File: src/rtl/ahb_decoder_mux.sv
// AHB-Lite address decoder and response multiplexer for an N-slave segment.
// Unmapped NONSEQ/SEQ transfers are answered by a built-in two-cycle ERROR slave.
module ahb_decoder_mux #(
    parameter int unsigned NUM_SLAVES    = 4,
    parameter int unsigned ADDR_WIDTH    = 32,
    parameter int unsigned DATA_WIDTH    = 32,
    parameter logic [NUM_SLAVES*ADDR_WIDTH-1:0] SLV_BASE =
        {32'h9000_0000, 32'h8000_0000, 32'h4000_0000, 32'h0000_0000},
    parameter logic [NUM_SLAVES*ADDR_WIDTH-1:0] SLV_MASK =
        {32'hF000_0000, 32'hF000_0000, 32'hC000_0000, 32'hC000_0000},
    parameter int unsigned ERR_CNT_WIDTH = 8
) (
    input  logic                           HCLK,
    input  logic                           HRESETn,
    input  logic [ADDR_WIDTH-1:0]          HADDR,
    input  logic [1:0]                     HTRANS,
    input  logic [NUM_SLAVES-1:0]          HREADYOUT_S,
    input  logic [NUM_SLAVES-1:0]          HRESP_S,
    input  logic [NUM_SLAVES*DATA_WIDTH-1:0] HRDATA_S,
    output logic [NUM_SLAVES-1:0]          HSEL,
    output logic                           HREADY,
    output logic                           HRESP,
    output logic [DATA_WIDTH-1:0]          HRDATA,
    output logic                           decode_err,
    output logic [ERR_CNT_WIDTH-1:0]       err_count
);

    typedef enum logic [1:0] {DsIdle, DsErr1, DsErr2} ds_state_e;

    ds_state_e             state;
    logic [NUM_SLAVES-1:0] sel_dp;
    logic                  found;
    logic                  htrans_active;

    assign htrans_active = (HTRANS == 2'b10) || (HTRANS == 2'b11);

    // Priority decode: the lowest matching index wins on overlapping regions.
    always_comb begin
        HSEL  = '0;
        found = 1'b0;
        for (int i = 0; i < NUM_SLAVES; i++) begin
            if (!found &&
                ((HADDR & SLV_MASK[i*ADDR_WIDTH +: ADDR_WIDTH]) ==
                 SLV_BASE[i*ADDR_WIDTH +: ADDR_WIDTH])) begin
                HSEL[i] = 1'b1;
                found   = 1'b1;
            end
        end
        if (!HRESETn) begin
            HSEL = '0;
        end
    end

    always_ff @(posedge HCLK or negedge HRESETn) begin
        if (!HRESETn) begin
            sel_dp <= '0;
        end else if (HREADY) begin
            sel_dp <= HSEL;
        end
    end

    // Default slave; it only leaves DsIdle when sel_dp is being loaded with zero.
    always_ff @(posedge HCLK or negedge HRESETn) begin
        if (!HRESETn) begin
            state     <= DsIdle;
            err_count <= '0;
        end else begin
            unique case (state)
                DsErr1: state <= DsErr2;
                default: begin
                    if (HREADY) begin
                        if ((HSEL == '0) && htrans_active) begin
                            state <= DsErr1;
                            if (err_count != '1) begin
                                err_count <= err_count + ERR_CNT_WIDTH'(1);
                            end
                        end else begin
                            state <= DsIdle;
                        end
                    end
                end
            endcase
        end
    end

    always_comb begin
        HREADY = 1'b1;
        HRESP  = 1'b0;
        HRDATA = '0;
        if (sel_dp == '0) begin
            unique case (state)
                DsErr1: begin
                    HREADY = 1'b0;
                    HRESP  = 1'b1;
                end
                DsErr2: begin
                    HREADY = 1'b1;
                    HRESP  = 1'b1;
                end
                default: begin
                    HREADY = 1'b1;
                    HRESP  = 1'b0;
                end
            endcase
        end else begin
            for (int i = 0; i < NUM_SLAVES; i++) begin
                if (sel_dp[i]) begin
                    HREADY = HREADYOUT_S[i];
                    HRESP  = HRESP_S[i];
                    HRDATA = HRDATA_S[i*DATA_WIDTH +: DATA_WIDTH];
                end
            end
        end
    end

    assign decode_err = (state == DsErr1) && (sel_dp == '0);

endmodule
File: config.mk
export PLATFORM = sky130hd
export DESIGN_NAME = ahb_decoder_mux
export DESIGN_NICKNAME = d
export VERILOG_FILES = /design/src/rtl/ahb_decoder_mux.sv
export SDC_FILE = /design/constraint.sdc
export NUM_CORES = 1
export LEC_CHECK = 0
export CORE_MARGIN = 3
export CORE_UTILIZATION = 27
export DETAILED_ROUTE_END_ITERATION = 7
export PLACE_DENSITY_LB_ADDON = 0.05
export SLEW_MARGIN = 20
export SYNTH_ARGS = -nofsm -noshare
export SYNTH_HDL_FRONTEND = slang
export SYNTH_SLANG_ARGS = --single-unit
File: constraint.sdc
create_clock -name HCLK -period 2.2 [get_ports HCLK]
set_input_delay 0.44 -clock HCLK [delete_from_list [all_inputs] [get_ports HCLK]]
set_output_delay 0.44 -clock HCLK [all_outputs]
set_load 0.05 [all_outputs]
==> flow_summary_export.csv <==
group,metric,value,unit
place,io_buffer_count,189,
setup_path,crit_arrival,1.70,ns
clock_network,clk_path_buf_depth,2,
timing,post-route-period-util,97.1,%
timing,rsz0062_at_grt,"false",
routing,dr.pass1.iters,4,
layout,diodes,0,
setup_path,start_kind,"input pin",
place,gp_congestion,0.849,
routing,routedWlPerCell,17.4,um
pwr,clock_power_share,10.1,%
layout,syn2layout_area_growth,156,%
clock_network,htreeDepth,1,
pwr,intPower,1.39,mW
pwr,vdd_ir_drop_max,0.755,mV
timing,period_needed,2.14,ns
min_path,hp-class,"flop to flop",
grt,grt_pass1_vias,2534,
yosys,synth.avg_cell_area,6.77,um^2
yosys,synthTopCellsByArea,"dfrtp_1 (20%), a22oi_1 (13%), a21oi_1 (10%), o21ai_0 (9.7%), nand2_1 (7.7%)",
layout,drive_gt1_share,28.1,%
timing,timing.final.ws_setup,0.0641,ns
yosys,synthFlopType,"dfrtp_1",
place,dp_cells,518,
place,dpl_worst_slack,-0.0100,ns
grt,antenna_found_initial,0,
pwr,switchingPower,1.14,mW
yosys,synthCells,260,
floorplanning,die_h,86.7,um
layout,final_cells,527,
grt,gr-total-overflow,0,
clock_network,cts_tree,"built",
timing,setup-violations-final,0,
yosys,yosys-top-cells-count,"a21oi_1 (36), nand2_1 (36), o21ai_0 (34), nor2_1 (33), a22oi_1 (31)",
clock_network,insertion_delay,0.25,ns
setup_path,crit_fanout,4,
yosys,yosysSeqAreaShare,19.9,%
clock_network,clkSinkCount,14,
setup_path,required,1.76,ns
routing,viasPerCell,5.10,
timing,worst_pin_slew,0.505,ns
pwr,pwr-share-comb,74.2,%
layout,fill_cells,468,
timing,holdWs,0.493,ns
routing,finalWirelength,9.17,mm
pwr,total_power,2.52,mW
place,placed_cell_area,4320,um^2
pwr,seq_power_share,15.7,%
timing,hold_viol,0,
grt,grt_first_pass_wirelength,13.8,mm
setup_path,r2r_setup_slack,0.21,ns
timing,slew_headroom,66.2,%
floorplanning,die_x,86.7,um
pwr,p_leak,1.80,nW
pwr,power.density,561,nW/um^2
setup_path,path_cells,"clkdlybuf4s50_1 -> inv_2 -> a221oi_4 -> o22ai_4 -> nor2_4 -> buf_12",
yosys,synth_async_sr_flop_share,100,%
timing,tns,0,ns
routing,drt_iter0_markers,85,
flow_run,cap_violations,0,
floorplanning,coreArea,6130,um^2
yosys,synth_cell_types,35,
yosys,synth_edf_count,0,
routing,vias,2690,
yosys,netlist.area_leader.share,19.9,%
timing,fmax,0.468,GHz
yosys,synth_top_area_cell,"dfrtp_1",
run_status,outcome,"finished clean",
routing,drcViolationCount,0,
yosys,yosys_warnings,0,
setup_path,slowest_stage,"clkdlybuf4s50_1",
setup_path,end_kind,"primary output",
yosys,syn-num-nets,434,
clock_network,clockRootBuffer,"clkbuf_8",
layout,final_cell_area,4500,um^2
timing,skew,0.00261,ns
clock_network,clk_pin_slew,0.06,ns
grt,gr-usage-all-layers,22.7,%
layout,post-route-util,73.4,%
floorplanning,ios,219,
setup_path,path_class,"input pin to primary output",
pwr,swShare,45.0,%
timing,slew_violations,0,
layout,fin_nets,627,
routing,ant_nets,0,
clock_network,cts_buffers,3,
grt,grt_max_degree,52,
setup_path,slowest_delay,0.47,ns
place,dpl.hpwl,7.13,mm
floorplanning,dieArea,7520,um^2
floorplanning,rows,28,
yosys,synth-seq-cells,14,
yosys,synth_area,1760,um^2
floorplanning,start_util,28.7,%
==> power by group through the flow <==
stage	Sequential (mW)	Combinational [mW]	Clock [mW]
floorplan	0.554	0.733	0
global placement	0.393	1.79	0
detailed placement	0.396	1.81	0
CTS	0.391	1.83	0.257
global route	0.405	1.97	0.270
finish	0.395	1.87	0.256
==> worst max-delay path, delay by kind of cell <==
| kind | cells | cell delay [ns] |
|---|---|---|
| buffers and inverters | 3 | 0.67 |
| and+or+nand+nor | 1 | 0.16 |
| AOI/OAI and AO/OA | 2 | 0.43 |
==> logic make-up after synthesis <==
kind of cell    share of synthesized area, %
compound gates                          37.8
xor+xnor                                3.49
fa+ha+maj                               1.42
buf+inv                                 6.61
flops                                   19.9
mux                                     3.20
simple gates                            27.5
==> routing by layer <==
metal	GRT usage [%]	vias to the layer above	wire, um
met1	28.4	1248	3560
met3	4.09	4	659
met4	3.54	0	48
met2	41.2	109	4900
met5	0	-	0
li1	-	1329	-
==> registers in the layout, summed over array words and instances (netlist names) <==
register,count
state,2
sel_dp,4
err_count,8
==> timing repair <==
| action | 4_1_cts | 5_1_grt |
|---|---|---|
| buffers inserted | 3 | 1 |
| hold buffers | 0 | 0 |
| gates resized for setup | 2 | 17 |
| endpoints found under the setup margin | 21 | 10 |
| gates cloned | 0 | 1 |
| pin swaps | 2 | 6 |
==> worst paths after layout <==
kind | from | end | cells past startpoint
max | HREADYOUT_S[0] | HREADY | 6
min | err_count[7] | err_count[7] | 1
max reg2reg | sel_dp[1] | sel_dp[2] | 7
min reg2reg | err_count[7] | err_count[7] | 1
max in group asynchronous | HRESETn | sel_dp[1] | 3
min in group asynchronous | HRESETn | err_count[1] | 3
==> layout make-up <==
| type | count | area, um^2 | share of cell area (%) |
|---|---|---|---|
| Clock buffer | 4 | 55.1 | 1.22 |
| Inverter | 4 | 15.0 | 0.334 |
| Multi-Input combinational cell | 218 | 1480 | 32.9 |
| Sequential cell | 14 | 355 | 7.90 |
| Tap cell | 75 | 93.8 | 2.09 |
| Timing Repair Buffer | 212 | 2500 | 55.6 |
==> cell usage in the layout (no fill, tap or decap), types with 2 or more instances in the layout <==
master,synthesis,final
clkdlybuf4s50_1,0,149
buf_12,0,41
nand2_1,36,36
a21oi_1,36,34
o21ai_2,0,33
nor2_1,33,32
a22oi_1,31,31
buf_4,0,20
dfrtp_1,14,10
xor2_1,7,7
nand3_1,5,5
mux2_1,4,4
nor4_2,4,4
clkbuf_8,0,4
dfrtp_2,0,4
nor2b_1,4,3
inv_2,0,3
and3_1,3,3
a21oi_2,0,2
nor2_4,1,2
nor3_2,1,2
nor4b_2,2,2
Power figures use the tool's default switching activity.
